File: config.mk
export PLATFORM = sky130hd
export DESIGN_NAME = mem_arbiter
export DESIGN_NICKNAME = d
export VERILOG_FILES = /design/src/rtl/mem_arbiter.sv
export SDC_FILE = /design/constraint.sdc
export NUM_CORES = 1
export LEC_CHECK = 0
export CAP_MARGIN = 20
export CORE_MARGIN = 10
export CORE_UTILIZATION = 32
export CTS_BUF_LIST = sky130_fd_sc_hd__clkbuf_4
export DETAILED_ROUTE_END_ITERATION = 10
export HOLD_SLACK_MARGIN = 0.03
export PLACE_DENSITY = 0.74
export SLEW_MARGIN = 20
export SYNTH_ARGS = -nofsm -noshare
export SYNTH_HDL_FRONTEND = slang
export SYNTH_SLANG_ARGS = --single-unit
File: constraint.sdc
create_clock -name Clock -period 1.6 [get_ports Clock]
set_input_delay 0.32 -clock Clock [delete_from_list [all_inputs] [get_ports Clock]]
set_output_delay 0.32 -clock Clock [all_outputs]
set_load 0.02 [all_outputs]
File: src/rtl/mem_arbiter.sv
// Arbitrates one synchronous-read memory between instruction fetch (I) and load/store (D).
// D has fixed priority; a starvation counter and a D-held lock mode bound and suspend fetch access.
module mem_arbiter #(
  parameter int ADDR_W       = 16,
  parameter int DATA_W       = 32,
  parameter int STARVE_LIMIT = 4
) (
  input  logic              Clock,
  input  logic              nReset,
  input  logic              IReq,
  input  logic [ADDR_W-1:0] IAddr,
  output logic              IGnt,
  output logic              IValid,
  output logic [DATA_W-1:0] IRData,
  input  logic              DReq,
  input  logic              DWrite,
  input  logic              DLock,
  input  logic [ADDR_W-1:0] DAddr,
  input  logic [DATA_W-1:0] DWData,
  output logic              DGnt,
  output logic              DValid,
  output logic [DATA_W-1:0] DRData,
  output logic [ADDR_W-1:0] MemAddr,
  output logic              MemReadEn,
  output logic              MemWriteEn,
  output logic [DATA_W-1:0] MemWData,
  input  logic [DATA_W-1:0] MemRData,
  output logic              Busy
);

  typedef enum logic [0:0] {ARB = 1'b0, LOCKED = 1'b1} state_t;
  typedef enum logic [1:0] {TAG_NONE = 2'd0, TAG_I = 2'd1, TAG_D = 2'd2} tag_t;

  localparam logic [3:0] LIMIT = 4'(STARVE_LIMIT);

  state_t              state_r, state_nxt_s;
  logic [3:0]          cnt_r;
  logic                starve_hit_s;
  logic                i_gnt_s, d_gnt_s;
  tag_t                tag1_r, tag2_r;
  logic [ADDR_W-1:0]   mem_addr_r;
  logic                mem_re_r, mem_we_r;
  logic [DATA_W-1:0]   mem_wdata_r;

  assign starve_hit_s = (cnt_r == LIMIT);

  // Per-cycle grant decision and lock FSM next state
  always_comb begin
    i_gnt_s     = 1'b0;
    d_gnt_s     = 1'b0;
    state_nxt_s = state_r;
    if (!nReset) begin
      state_nxt_s = ARB;
    end else begin
      case (state_r)
        ARB: begin
          i_gnt_s = IReq && (!DReq || starve_hit_s);
          d_gnt_s = DReq && !i_gnt_s;
          if (d_gnt_s && DLock) begin
            state_nxt_s = LOCKED;
          end else begin
            state_nxt_s = ARB;
          end
        end
        LOCKED: begin
          // The release cycle still arbitrates as locked; fetch waits one more cycle.
          d_gnt_s = DReq;
          if (DLock) begin
            state_nxt_s = LOCKED;
          end else begin
            state_nxt_s = ARB;
          end
        end
        default: begin
          state_nxt_s = ARB;
        end
      endcase
    end
  end

  // Lock FSM state register
  always_ff @(posedge Clock) begin
    if (!nReset) begin
      state_r <= ARB;
    end else begin
      state_r <= state_nxt_s;
    end
  end

  // Consecutive-denial counter for fetch, saturating at the limit
  always_ff @(posedge Clock) begin
    if (!nReset) begin
      cnt_r <= 4'd0;
    end else if (i_gnt_s || !IReq) begin
      cnt_r <= 4'd0;
    end else if (!starve_hit_s) begin
      cnt_r <= cnt_r + 4'd1;
    end else begin
      cnt_r <= cnt_r;
    end
  end

  // Command stage: winner drives memory in the following cycle; address/data hold when idle
  always_ff @(posedge Clock) begin
    if (!nReset) begin
      mem_addr_r  <= {ADDR_W{1'b0}};
      mem_re_r    <= 1'b0;
      mem_we_r    <= 1'b0;
      mem_wdata_r <= {DATA_W{1'b0}};
    end else begin
      mem_re_r <= i_gnt_s | (d_gnt_s & !DWrite);
      mem_we_r <= d_gnt_s & DWrite;
      if (i_gnt_s) begin
        mem_addr_r <= IAddr;
      end else if (d_gnt_s) begin
        mem_addr_r  <= DAddr;
        mem_wdata_r <= DWData;
      end else begin
        mem_addr_r  <= mem_addr_r;
        mem_wdata_r <= mem_wdata_r;
      end
    end
  end

  // Owner tag travels alongside the read command until the data returns
  always_ff @(posedge Clock) begin
    if (!nReset) begin
      tag1_r <= TAG_NONE;
      tag2_r <= TAG_NONE;
    end else begin
      if (i_gnt_s) begin
        tag1_r <= TAG_I;
      end else if (d_gnt_s && !DWrite) begin
        tag1_r <= TAG_D;
      end else begin
        tag1_r <= TAG_NONE;
      end
      tag2_r <= tag1_r;
    end
  end

  assign IGnt       = i_gnt_s;
  assign DGnt       = d_gnt_s;
  assign IValid     = nReset && (tag2_r == TAG_I);
  assign DValid     = nReset && (tag2_r == TAG_D);
  assign IRData     = MemRData;
  assign DRData     = MemRData;
  assign MemAddr    = mem_addr_r;
  assign MemReadEn  = mem_re_r;
  assign MemWriteEn = mem_we_r;
  assign MemWData   = mem_wdata_r;
  assign Busy       = (state_r == LOCKED);

endmodule

# Word-level counts from Yosys, hierarchy flattened

Index checks and enable logic that the tools add are counted.

Register bits after elaboration: 59
Bits in latches: 0
RAM bits: 0
Memory bits (read-only): 0
Input port bits: 102
Output and inout port bits: 119
Logic and storage cells: 46
Memories: 0

Add/subtract/negate cells: 1
Multipliers: 0
Div/mod/pow operators: 0
$lt $le $gt $ge: 0
Eq/ne operators: 3
Shift operators: 0
Multiplexer cells: 11
Bitwise operators: 6
Reduce and logical (&&, ||, !) cells: 16

Operators by type and width:

| operator            | number |
|---|---|
| $mux 16             | 2 |
| $logic_and 1x1->1   | 6 |
| $mux 1              | 6 |
| $add 4x1->4 const B | 1 |
| $eq 4x3->1 const B  | 1 |
| $logic_not 1->1     | 4 |
| $pmux 1 s2          | 2 |
| $reduce_or 2->1     | 2 |
| $not 1->1           | 3 |
| $and 1x1->1         | 2 |
| $eq 2x1->1 const B  | 1 |
| $eq 2x2->1 const B  | 1 |
| $logic_or 1x1->1    | 2 |
| $mux 2              | 1 |
| $reduce_and 2->1    | 1 |
| $reduce_bool 2->1   | 1 |
| $or 1x1->1          | 1 |

# Depth between registers and ports, before layout

Word-level depth: 10
Depth in mapped cells: 7
Gate-level depth less buffers: 5

# Least setup slack after synthesis

OpenSTA, ideal clock, no wires.

Path type: register -> output
Start point: register cnt_r[0]
End point: output DGnt
Arrival time: 1.440 ns
Required time: 1.280 ns
Setup slack: -0.160 ns
Stages on the path, launching flop included: 8
Path buffers: 2
Path through: dfxtp_1 > inv_1 > ha_1 > nand3b_4 > a21oi_2 > buf_4 > buf_4 > nor2_1

Word-level cells in the longest chain between the ends: 7

Ends and longest elaborated chain:

| what                   | line | text |
|---|---|---|
| start, declared        | 37   | `logic [3:0] cnt_r;` |
| start signal, assigned | 97   | `cnt_r <= cnt_r + 4'd1;` |
| start signal, assigned | 99   | `cnt_r <= cnt_r;` |
| $eq 4x3->1             | 45   | `assign starve_hit_s = (cnt_r == LIMIT);` |
| $logic_or 1x1->1       | 57   | `i_gnt_s = IReq && (!DReq \|\| starve_hit_s);` |
| $logic_and 1x1->1      | 57   |  |
| $logic_not 1->1        | 58   | `d_gnt_s = DReq && !i_gnt_s;` |
| $logic_and 1x1->1      | 58   |  |
| $pmux 1 s2             | 55   | `case (state_r)` |
| $mux 1                 | 52   | `if (!nReset) begin` |
| end, declared          | 20   | `output logic DGnt,` |

No other way between the ends.

# Worst setup path after layout

Start point: register cnt_r[1]
End point: output DGnt

Same word-level chain as after synthesis.

==> reports/summary.txt <==
Sink Count: 59
Cell Area, Placed: 0.00402 mm²
flops & latches, synth: 59
dominant cell type by area after synthesis: dfxtp_1
Synthesized Nets: 442
Worst slew margin: 0.732
final setup vio count: 2
wire per inst: 15.0 µm
clk_skew: 21.2 ps
Final GP Congestion: 0.705
slowest stage delay, CP: 340 ps
Vias/cell: 4.30
CTS Buf Count: 9
initial antenna violation count: 1
CTS tree: built
top cells by count, synth: nand2_1, buf_4, dfxtp_1
Setup CP Type: register to output pin
CP cell instances: inv_2, ha_4, nand3b_4, a21oi_4, buf_6, nor2_2, buf_6
WP data arrival: 1450 ps
dpl cells: 524
clock period minus worst slack: 1770 ps
Fin Setup TNS: -332 ps
cts hold-fix bufs: 0
top-count cell post-synth: nand2_1
total die area: 0.0140 mm²
Final Net Count: 510
largest net degree at the start of global routing: 40
Crit path top cell by count: buf_6
Synth Instances: 338
Synthesis Warnings: 0
GRT Util Overall: 0.112
Power Density: 786 mW/mm²
Least-Margin Pin Slew: 403 ps
Critical Path RT: 1280 ps
slowest cell on the critical path: dfxtp_2
H-Tree Depth: 3
RSZ-0062 raised after global routing: true
vias in the first global route: 2467
max-cap violation count: 0
WL final: 8080 µm
share of synthesized flip-flops with an asynchronous set or reset: 0
area grow syn2layout: 32.3%
Final Cell Area: 0.00408 mm²
Worst-path clk slew: 90 ps
first-pass GRT wire length: 12900 µm
IO Pins: 221
Synth Flop Type: dfxtp_1
clock root cell: clkbuf_4
fin crit share: 1.11
mapped cell area: 0.00308 mm²
1st-pass router iterations: 3
Hold WC Path Type: input port to register
grt ovf: 0
total number of vias: 2320
Crit path max-delay family: flip-flops
I/O Buffers: 124
initial core utilization: 0.331
die height: 118 µm
CP Launch Type: register
sequential share of the synthesized area: 0.383
post-synth cell types: 26
top post-synthesis cells by area: dfxtp_1, mux2i_1, buf_4, nand2_1, mux2_2
Final Max Tran Viols: 0
fin cells: 540
end-of-flow core utilization: 0.437
worst vdd ir: 0.405 mV
die width: 118 µm
critical path peak fanout: 3
Core Area: 0.00933 mm²
Fmax: 565 MHz
Rows: 35
Post-synth EDFFs: 0
drt drc: 0
Setup Buffers After CTS: 0
layout cells sized above 1: 0.149
top cell type's share of synthesized area: 0.383
Setup WS post-layout: -170 ps
drt first-iter violations: 77
Clk Latency, worst-skew pair: 390 ps
violated checks: setup timing
outcome: finished with violations
final hold vios: 0
Clock Path Buffers: 2
Critical Path Sink Type: output pin
Worst Path Buf+Inv: 3
Final ANT Viol Nets: 0
placed wire-length estimate: 6160 µm
Placement Setup Slack: -545 ps
mean post-synth cell area: 9.12 µm²
P_leak: 0.00191 µW
==> area by class of cell <==
class | instances | area, µm²
Fill cell | 946 | 5250
Timing Repair Buffer | 142 | 1350
Multi-Input combinational cell | 192 | 1270
Sequential cell | 59 | 1180
Tap cell | 129 | 161
Clock buffer | 11 | 82.6
Clock inverter | 4 | 18.8
Inverter | 2 | 7.51
Antenna cell | 1 | 2.50
==> registers in the layout (all words and copies together) (netlist names) <==
name and cells:
MemWriteEn 1, Busy 1, cnt_r 4, MemAddr 16, tag1_r 2, MemReadEn 1, tag2_r 2, MemWData 32
==> power breakdown <==
group,switching (µW),internal (µW),leakage (µW)
clock,532,335,0.0000639
sequential,41.2,1560,0.000487
combinational,347,391,0.00136
==> final timing paths <==
kind	start	to	slack, ps	depth (start not counted)
max reg2reg	cnt_r[1]	MemWData[13]	130	7
max	cnt_r[1]	DGnt	-170	7
min reg2reg	tag1_r[0]	tag2_r[0]	440	1
min	nReset	MemReadEn	250	2
==> per-layer routing <==
layer | vias to the layer above | part of all wire | global-route usage | wire [µm]
met5 | - | 0 | 0 | 0
met1 | 1041 | 0.40 | 0.115 | 3220
li1 | 1161 | - | - | -
met4 | 0 | 0.016 | 0.0355 | 131
met3 | 19 | 0.10 | 0.0690 | 843
met2 | 99 | 0.48 | 0.187 | 3880
==> stage by stage <==
step | power, µW | hold WS, ps
final | 3210 | 253
after global routing | 3400 | 230
after CTS | 3290 | 218
after detailed placement | 2440 | 419
after global placement | 2430 | 415
after floorplan | 2260 | 399
==> logic make-up after synthesis <==
family	after synthesis	synth area share
compound gates	5	0.0126
xor+xnor	2	0.00568
fa+ha+maj	2	0.00812
buf+inv	87	0.212
flops	59	0.383
mux	66	0.221
simple gates	117	0.157
==> placed cells by master (no fill, tap or decap), types with 2 or more instances in the layout <==
cell             instances
nand2_1                 99
clkdlybuf4s50_1         68
dfxtp_1                 57
dlygate4sd2_1           52
mux2i_1                 50
mux2_2                  16
buf_4                   14
clkbuf_4                11
nor3_1                   4
nor2_1                   3
and2_1                   3
clkinv_2                 3
buf_6                    3
buf_12                   3
inv_2                    2
xnor2_1                  2
dfxtp_2                  2
==> timing repair <==
| item | 4_1_cts | 5_1_grt |
|---|---|---|
| resized for setup | 69 | 3 |
| pin swaps | 1 | 2 |
| endpoints found under the setup margin | 55 | 3 |
Power figures use the tool's default switching activity.
